**config.mk**
```make
export PLATFORM = sky130hd
export DESIGN_NAME = req_arbiter_4
export DESIGN_NICKNAME = d
export VERILOG_FILES = /design/src/rtl/req_arbiter_4.sv
export SDC_FILE = /design/constraint.sdc
export NUM_CORES = 1
export LEC_CHECK = 0
export ABC_CLOCK_PERIOD_IN_PS = 3220
export CORE_MARGIN = 4
export CORE_UTILIZATION = 54
export DETAILED_ROUTE_END_ITERATION = 16
export PLACE_DENSITY_LB_ADDON = 0.2
export SYNTH_ARGS = -nofsm -noshare
export SYNTH_HDL_FRONTEND = slang
export SYNTH_SLANG_ARGS = --single-unit
export TNS_END_PERCENT = 1
```
**constraint.sdc**
```tcl
create_clock -name clk -period 3.22 [get_ports clk]
set_input_delay 0.483 -clock clk [delete_from_list [all_inputs] [get_ports clk]]
set_output_delay 0.483 -clock clk [all_outputs]
set_load 0.01 [all_outputs]
```
**src/rtl/req_arbiter_4.sv**
```systemverilog
// Four-requester arbiter with registered one-hot grant, encoded index and hold timeout.
// Define ROUND_ROBIN_EN to rotate priority away from the previous owner; default is fixed priority.
module req_arbiter_4 #(
  parameter int unsigned MAX_HOLD = 16
) (
  input  logic       clk,
  input  logic       rst,
  input  logic [3:0] req,
  output logic [3:0] gnt,
  output logic [1:0] gnt_idx,
  output logic       valid,
  output logic       timeout
);

  typedef enum logic {IDLE, GRANT} state_t;

  localparam logic [7:0] HOLD_LIM = MAX_HOLD[7:0];
  localparam bit         HOLD_EN  = (MAX_HOLD != 0);

  state_t     state, state_nx;
  logic [7:0] hold_cnt, hold_cnt_nx;
  logic [3:0] gnt_nx;
  logic [1:0] idx_nx;
  logic       timeout_nx;
  logic [1:0] win;

`ifdef ROUND_ROBIN_EN
  logic [1:0] last, last_nx;
  logic [1:0] start, cand;
  logic       found;

  // Scan downward from the slot just below the previous owner, wrapping.
  always_comb begin
    win   = 2'd0;
    found = 1'b0;
    cand  = 2'd0;
    start = last - 2'd1;
    for (int i = 0; i < 4; i++) begin
      cand = start - 2'(i);
      if (!found && req[cand]) begin
        win   = cand;
        found = 1'b1;
      end
    end
  end
`else
  always_comb begin
    casez (req)
      4'b1???: win = 2'd3;
      4'b01??: win = 2'd2;
      4'b001?: win = 2'd1;
      default: win = 2'd0;
    endcase
  end
`endif

  // Next-state and next-output logic; ownership always ends in one IDLE cycle.
  always_comb begin
    state_nx    = state;
    gnt_nx      = gnt;
    idx_nx      = gnt_idx;
    hold_cnt_nx = hold_cnt;
    timeout_nx  = 1'b0;
`ifdef ROUND_ROBIN_EN
    last_nx     = last;
`endif
    case (state)
      IDLE: begin
        gnt_nx = 4'b0000;
        idx_nx = 2'd0;
        if (|req) begin
          state_nx    = GRANT;
          gnt_nx      = 4'b0001 << win;
          idx_nx      = win;
          hold_cnt_nx = 8'd1;
        end
      end
      GRANT: begin
        if (!req[gnt_idx] || (HOLD_EN && hold_cnt == HOLD_LIM)) begin
          state_nx    = IDLE;
          gnt_nx      = 4'b0000;
          idx_nx      = 2'd0;
          hold_cnt_nx = 8'd0;
          timeout_nx  = req[gnt_idx];
`ifdef ROUND_ROBIN_EN
          last_nx     = gnt_idx;
`endif
        end else if (hold_cnt != 8'hFF) begin
          hold_cnt_nx = hold_cnt + 8'd1;
        end
      end
      default: begin
        state_nx = IDLE;
        gnt_nx   = 4'b0000;
        idx_nx   = 2'd0;
      end
    endcase
  end

  always_ff @(posedge clk) begin
    if (rst) begin
      state    <= IDLE;
      gnt      <= 4'b0000;
      gnt_idx  <= 2'd0;
      hold_cnt <= 8'd0;
      timeout  <= 1'b0;
`ifdef ROUND_ROBIN_EN
      last     <= 2'd0;
`endif
    end else begin
      state    <= state_nx;
      gnt      <= gnt_nx;
      gnt_idx  <= idx_nx;
      hold_cnt <= hold_cnt_nx;
      timeout  <= timeout_nx;
`ifdef ROUND_ROBIN_EN
      last     <= last_nx;
`endif
    end
  end

  assign valid = |gnt;

endmodule

```
# [After elaboration in Yosys (flattened, before gate mapping)]
# Index checks and enable logic that the tools add are counted.
[op_classes] n_addsub=1 order_cmp=1 n_eq_ne=7 shifts=1 muxes=16 bitwise_logic=2 reduce_logical=6
[op_table] op="2-to-1 mux 8 bit" n=3
[op_table] op="case mux 8 bit (2 select lines)" n=1
[op_table] op="adder 8 x 1 -> 8 bit, second input constant" n=1
[op_table] op="== test 8 x 5 -> 1 bit, second input constant" n=1
[op_table] op="2-to-1 mux 4 bit" n=2
[op_table] op="inequality test 8 bit, second input constant" n=1
[op_table] op="case mux 4 bit (2 select lines)" n=1
[op_table] op="OR reduction 4 bit" n=2
[op_table] op="case mux 2 bit (3 select lines)" n=1
[op_table] op="2-to-1 mux 2 bit" n=2
[op_table] op="case mux 2 bit (2 select lines)" n=1
[op_table] op="<< shifter 1 x 2 -> 4 bit, first input constant" n=1
[op_table] op="== test 3 x 1 -> 1 bit, second input constant" n=1
[op_table] op="less-than comparator 2 x 3 -> 1 bit, second input constant" n=1
[op_table] op="2-to-1 mux 1 bit" n=3
[op_table] op="inequality test 3 x 1 -> 1 bit, second input constant" n=1
[op_table] op="OR reduction 3 bit" n=1
[op_table] op="binary-select mux 1 bit (select 2 bit)" n=1
[op_table] op="== test 2 x 1 -> 1 bit, second input constant" n=1
[op_table] op="inequality test 2 x 1 -> 1 bit, second input constant" n=1
[op_table] op="inequality test 2 bit, second input constant" n=1
[op_table] op="inverter 1 bit" n=2
[op_table] op="case mux 1 bit (2 select lines)" n=1
[op_table] op="AND reduction 2 bit" n=1
[op_table] op="other kinds (2)" n=2
[totals] register_bits=16 input_bits=6 output_inout_bits=8 word_cells=39

# [Depth between registers and ports, before layout]
# Gate-level depths: netlist of the first run.
[logic_depth] ltp_word=6 depth_mapped=7 ltp_nobuf=6

# [Worst setup path before layout of the first run]
# No wires, ideal clock.
[synth_timing] kind="register -> register" from="register hold_cnt[0]" to="register hold_cnt[5]" setup_time_ps=74 arrival_time_ps=1737 required_ps=3146 setup_slack_ps=1408 path_stages_with_launch=6 n_path_buf=0 synth_period_minus_slack_ps=1812 cell_sequence="dfxtp_1 > ha_1 > and3_2 > a311o_1 > or4b_1 > a31oi_1"
[synth_between] elab_chain_cells=4 elab_cells_between_ends=9 classes_between="add/sub: 1; eq/ne: 3; mux: 3; reduce/logical: 2"
[synth_rtl] element="from (decl)" line="21" rtl="logic [7:0] hold_cnt, hold_cnt_nx;"
[synth_rtl] element="from (signal assigned)" line="114" rtl="hold_cnt <= hold_cnt_nx;"
[synth_rtl] element="adder 8 x 1 -> 8 bit or == test 8 x 5 -> 1 bit (tied branches)" line="89, 79"
[synth_rtl] element="2-to-1 mux 8 bit or logical OR 1 bit (tied branches)" line="88, 79"
[synth_rtl] element="2-to-1 mux 8 bit or inequality test 3 x 1 -> 1 bit (tied branches)"
[synth_rtl] element="case mux 8 bit (2 select lines) or AND reduction 2 bit (tied branches)"
# Parallel ways exist; a longest one is shown, timed or not. The select of a mux whose other input is x is not followed.
# A chain may end at the register's enable or synchronous reset.

# [Final worst setup path of the first run]
[layout_timing] from="input req[3]" to="register hold_cnt[5]"
[layout_between] elab_chain_cells=6 elab_cells_between_ends=10 classes_between="eq/ne: 2; mux: 4; reduce/logical: 4"
[layout_rtl] element="from (decl)" line="8" rtl="input logic [3:0] req,"
[layout_rtl] element="binary-select mux 1 bit (select 2 bit)" line="79" rtl="if (!req[gnt_idx] || (HOLD_EN && hold_cnt == HOLD_LIM)) begin"
[layout_rtl] element="2-to-1 mux 1 bit (not written as such)" line="79"
[layout_rtl] element="logical NOT 1 bit" line="79"
[layout_rtl] element="logical OR 1 bit" line="79"
[layout_rtl] element="2-to-1 mux 8 bit or inequality test 3 x 1 -> 1 bit (tied branches)"
[layout_rtl] element="case mux 8 bit (2 select lines) or AND reduction 2 bit (tied branches)"
# Parallel ways exist; a longest one is shown, timed or not. The select of a mux whose other input is x is not followed.

==> results.json, run 1 <==
{
  "synth_seq_area_share_pct": 38.38,
  "cp.buffers_inverters": 1,
  "vias": 757,
  "irDropWorstVdd_v": 0.0002684,
  "p_leak_uw": 0.0003502,
  "crit_slowest_cell": "clkdlybuf4s50_1",
  "firstDrtPassIters": 4,
  "drv_slew": 0,
  "min_path_type": "flop to flop",
  "n_antenna_cell": 0,
  "layout_min_cycle_time_ps": 2208,
  "fin_total_pwr_uw": 414.6,
  "clockBufferDepth": 2,
  "cts_sinks": 16,
  "cts_hold_buf": 0,
  "cts_tree": "yes",
  "cp-end-kind": "flop",
  "start_util_pct": 60.36,
  "dpl.hpwl_um": 1318,
  "insertion_delay_ps": 290,
  "ant_nets": 0,
  "status": "finished, final reports clean",
  "cts_root_buffer": "clkbuf_4",
  "io_buffers": 13,
  "cp.arrival_ps": 2420,
  "finalInstanceArea_um2": 996.0,
  "die_w_um": 47.31,
  "gr-total-overflow": 0,
  "drt_iter0_markers": 15,
  "path_class": "input port to flop",
  "grt_max_degree": 17,
  "fp.dieH_um": 47.31,
  "post-route-util_pct": 72.04,
  "slowest_delay_ps": 590,
  "cts_setup_buffers": 0,
  "fin_skew_ps": 6.422,
  "layout_common_cells": "dfxtp_1, clkdlybuf4s50_1, nor2_1",
  "p_per_area_mw_per_mm2": 416.3,
  "fin_crit_sh_pct": 68.57,
  "final_common_cell": "dfxtp_1",
  "drive_gt1_share_pct": 6.422,
  "fmax_ghz": 0.4529,
  "fin_cells": 124,
  "hold_violations": 0,
  "post_drt_wl_per_cell_um": 14.55,
  "synth_fp_nets": 104,
  "drc": 0,
  "synth_area_leader_cell": "dfxtp_1",
  "crit_required_ps": 3440,
  "tightest_slew_ps": 558.6,
  "syn_area_um2": 834.6,
  "crit_chain": "clkdlybuf4s50_1 > mux4_2 > o211a_1 > or4b_1 > a31oi_1",
  "via_per_inst": 6.105,
  "placed_cells": 120,
  "synth-seq-cells": 16,
  "synth_top_area_share_pct": 38.38,
  "wirelength_um": 1804,
  "syn_to_final_growth_pct": 19.34,
  "cts_buffers": 3,
  "critPathTopFamily": "buffers and inverters",
  "placed_cell_area_um2": 959.7,
  "rsz0062_at_grt": "no",
  "antenna_found_initial": 0,
  "coreArea_mm2": 0.001383,
  "grt_usage_pct": 18.73,
  "htree_levels": 1,
  "tns_ps": 0,
  "critical_path_peak_fanout": 14,
  "syn_area_per_cell_um2": 8.693,
  "io_pins": 14,
  "clk_pin_slew_ps": 100,
  "ys_types": 39,
  "synth_cells": 96,
  "synth_area_leaders": "dfxtp_1, nor2_1, a21oi_1",
  "grt_pass1_vias": 675,
  "startpoint_type": "input port",
  "setup_viol": 0,
  "yosys_warnings": 0,
  "cts_resized": 0,
  "rows": 13,
  "place.gp.congestion": 0.9117,
  "grt_pass1_wl_um": 2946,
  "die_area_mm2": 0.002238,
  "max_slew_margin_pct": 62.64,
  "drv_cap": 0,
  "nNetsFinal": 118
}
## state kept, by name, indices dropped and copies added (netlist names)
signal,count
gnt,4
gnt_idx,2
hold_cnt,8
state,1
timeout,1
## metrics by stage
step           worst slack, ps  hold slack (ps)
6_report                  1012            534.9
5_1_grt                  987.4            577.0
4_1_cts                   1044            538.2
3_5_place_dp             740.6            513.2
3_3_place_gp             819.2            500.3
2_1_floorplan             1408            496.4
## where the power goes
part           internal [uW]  switching (uW)  total, uW  leakage, uW
Sequential               206            9.70        215     0.000131
Clock                   68.8            64.8        134    0.0000210
Combinational           33.7            32.1       65.7     0.000199
Total                    308             107        415     0.000350
## cell type report
class,count,area (um2)
clock buffers,4,36.28
fillers,106,386.6
well taps,15,18.77
repair buffers,13,130.1
inverters,4,15.01
flip-flops and latches,16,320.3
multi-input cells,72,475.5
## cells in the mapped netlist
| library cell | count |
|---|---|
| dfxtp_1 | 16 |
| nor2_1 | 11 |
| a21oi_1 | 7 |
| nand2_1 | 5 |
| inv_1 | 4 |
| nand3_1 | 4 |
| a211oi_1 | 3 |
| nand2b_1 | 3 |
| nor3_1 | 3 |
| or4_1 | 3 |
| a22oi_1 | 2 |
| a31oi_1 | 2 |
| a41oi_1 | 2 |
| ha_1 | 2 |
| nand4_1 | 2 |
| nand4b_1 | 2 |
| o21ai_1 | 2 |
| or4b_1 | 2 |
| a2bb2oi_1 | 1 |
| a311o_1 | 1 |
| a32oi_1 | 1 |
| and2b_1 | 1 |
| and3_1 | 1 |
| and3_2 | 1 |
| and4b_1 | 1 |
| buf_1 | 1 |
| buf_2 | 1 |
| buf_6 | 1 |
| clkbuf_1 | 1 |
| mux2i_1 | 1 |
| mux4_2 | 1 |
| nor2b_1 | 1 |
| nor4_1 | 1 |
| o2111ai_1 | 1 |
| o211a_1 | 1 |
| o21ai_0 | 1 |
| o22a_1 | 1 |
| or3_1 | 1 |
| or3b_2 | 1 |
## path summary, 6_finish.rpt
kind,slack [ps],start,end,cells past startpoint
min,530,gnt[3],gnt[3],2
min reg2reg,530,gnt[3],gnt[3],2
max reg2reg,1190,hold_cnt[0],hold_cnt[5],6
max,1010,req[3],hold_cnt[5],5
## logic make-up after synthesis
group	synth area share (%)
compound gates	20.69
buf+inv	4.646
flops	38.38
mux	3.898
fa+ha+maj	2.998
simple gates	29.39
## routing by layer
layer / GRT usage [%] / vias to the layer above / wire, um
met3: 4.598 / 2 / 54
met2: 26.74 / 14 / 795
met5: 0 / - / 0
met1: 26.38 / 343 / 941
met4: 8.287 / 0 / 13
li1: - / 398 / -
## tightest hold or removal path, cell delays in order (launching register included)
cell,delay (ps)
dfxtp_1,360
a21oi_1,70
nor2_1,70
Power figures use the tool's default switching activity.
==> run 2, diff against run 1 <==
--- a/config.mk
+++ b/config.mk
@@ -5,9 +5,9 @@
 export SDC_FILE = /design/constraint.sdc
 export NUM_CORES = 1
 export LEC_CHECK = 0
-export ABC_CLOCK_PERIOD_IN_PS = 3220
+export ABC_CLOCK_PERIOD_IN_PS = 2200
 export CORE_MARGIN = 4
-export CORE_UTILIZATION = 54
+export CORE_UTILIZATION = 50
 export DETAILED_ROUTE_END_ITERATION = 16
 export PLACE_DENSITY_LB_ADDON = 0.2
 export SYNTH_ARGS = -nofsm -noshare
==> constraint.sdc (replaced) <==
create_clock -name clk -period 2.2 [get_ports clk]
set_input_delay 0.33 -clock clk [delete_from_list [all_inputs] [get_ports clk]]
set_output_delay 0.33 -clock clk [all_outputs]
set_load 0.01 [all_outputs]
==> results.json, run 2 (synthesized netlist as in run 1, its figures left out) <==
{
  "status": "finished, final reports clean",
  "htree_levels": 1,
  "n_antenna_cell": 0,
  "cp-end-kind": "flop",
  "r2r-end": "hold_cnt[5]",
  "fin_skew_ps": 4.553,
  "antenna_found_initial": 0,
  "slowest_delay_ps": 480,
  "nFillCells": 130,
  "busiest_layer": "met1",
  "die_w_um": 48.86,
  "drv_cap": 0,
  "final_common_cell": "dfxtp_1",
  "cp.buffers_inverters": 0,
  "gr-usage-met1_pct": 26.13,
  "start_util_pct": 54.14,
  "reg2reg_from": "hold_cnt[0]",
  "via_per_inst": 6.108,
  "drive_gt1_share_pct": 10.53,
  "hold_violations": 0,
  "grt_pass1_vias": 718,
  "vias": 794,
  "io_pins": 14,
  "crit_cells": 5,
  "critPathTopFamily": "simple AND/OR/NAND/NOR gates",
  "rows": 14,
  "nNetsFinal": 123,
  "fin_crit_sh_pct": 90.22,
  "cts_setup_buffers": 0,
  "reg_top3": "hold_cnt x8, gnt x4, gnt_idx x2",
  "clockBufferDepth": 2,
  "use_met2_pct": 24.13,
  "drv_slew": 0,
  "drt_iter0_markers": 24,
  "startpoint_type": "flop",
  "largest_reg_flops": 8,
  "ant_nets": 0,
  "p_per_area_mw_per_mm2": 602.0,
  "fp.dieH_um": 48.86,
  "grt_usage_pct": 17.74,
  "reg2reg_slack_ps": 220,
  "place.gp.congestion": 0.8719,
  "io_buffers": 13,
  "cp.arrival_ps": 2200,
  "fin_total_pwr_uw": 622.9,
  "min_path_type": "flop to flop",
  "gr-total-overflow": 0,
  "irDropWorstVdd_v": 0.0003698,
  "cts_hold_buf": 0,
  "layout_common_cells": "dfxtp_1, clkdlybuf4s50_1, nor2_1",
  "cts_resized": 0,
  "tightest_slew_ps": 583.7,
  "path_class": "flop to flop",
  "grt_pass1_wl_um": 3381,
  "endpoint": "hold_cnt[5]",
  "post_drt_wl_per_cell_um": 14.55,
  "critical_path_peak_fanout": 6,
  "rr_worst_depth": 5,
  "firstDrtPassIters": 4,
  "p_leak_uw": 0.0003762,
  "tns_ps": 0,
  "crit_chain": "ha_1 > and3_2 > a311o_1 > or4b_1 > a31oi_1",
  "crit_required_ps": 2410,
  "cts_buffers": 3,
  "layout_min_cycle_time_ps": 1985,
  "dpl.hpwl_um": 1357,
  "cts_root_buffer": "clkbuf_4",
  "grt_use_met3_pct": 3.670,
  "setup_viol": 0,
  "grt_max_degree": 17,
  "wirelength_um": 1892,
  "crit_slowest_cell": "or4b_1",
  "cts_tree": "yes",
  "cts_sinks": 16,
  "syn_to_final_growth_pct": 23.99,
  "insertion_delay_ps": 290,
  "rsz0062_at_grt": "no",
  "drc": 0,
  "die_area_mm2": 0.002387,
  "largest-register": "hold_cnt",
  "fmax_ghz": 0.5038,
  "crit_start": "hold_cnt[0]",
  "coreArea_mm2": 0.001541,
  "max_slew_margin_pct": 60.97,
  "clk_pin_slew_ps": 100
}
==> run 2: cell count changes in the layout (fill, tap and decap cells not counted), sizes merged <==
cell  change
buf       +5
==> run 2: worst min path at each step <==
stage,start,end,slack (ps),depth (start not counted)
floorplan,rst,hold_cnt[2],400,1
global placement,gnt[3],gnt[3],500,2
finish,gnt[3],gnt[3],540,2
CTS,gnt[3],gnt[3],540,2
global route,gnt[3],gnt[3],580,2
detailed placement,gnt[3],gnt[3],510,2
==> run 2: cell type report <==
class                   instances  area (um2)  area share, %
clock buffers                   4       36.28          3.507
inverters                       4       15.01          1.451
multi-input cells              72       475.5          45.95
flip-flops and latches         16       320.3          30.96
well taps                      16       20.02          1.935
repair buffers                 18       167.7          16.20
==> run 2: metal layers <==
| layer | share of wire, % | wire length (um) | up-vias |
|---|---|---|---|
| li1 | - | - | 406 |
| met1 | 50 | 944 | 356 |
| met2 | 42 | 795 | 25 |
| met3 | 5.8 | 109 | 7 |
| met4 | 2.2 | 42 | 0 |
| met5 | 0 | 0 | - |
==> run 2: power breakdown <==
group | internal, uW | switching (uW) | total, uW
Sequential | 301 | 14.4 | 315
Combinational | 56.3 | 49.7 | 106
Clock | 101 | 101 | 202
==> run 2: per-stage QoR <==
step                utilization [%]  hold WS (ps)  instances  area (um2)  setup slack (ps)
finish                        67.13         535.8        130        1035             215.2
global route                  67.13         580.1        130        1035             104.3
CTS                           67.13         535.5        130        1035             213.5
detailed placement            64.77         512.8        126       998.5             95.95
global placement              64.77         502.6        126       998.5             144.1
floorplan                         -         402.8         96       834.6             388.3
==> run 2: tightest hold or removal path: stages, from the launching register on <==
cell and delay, ps:
dfxtp_1 370, a21oi_1 80, nor2_1 70
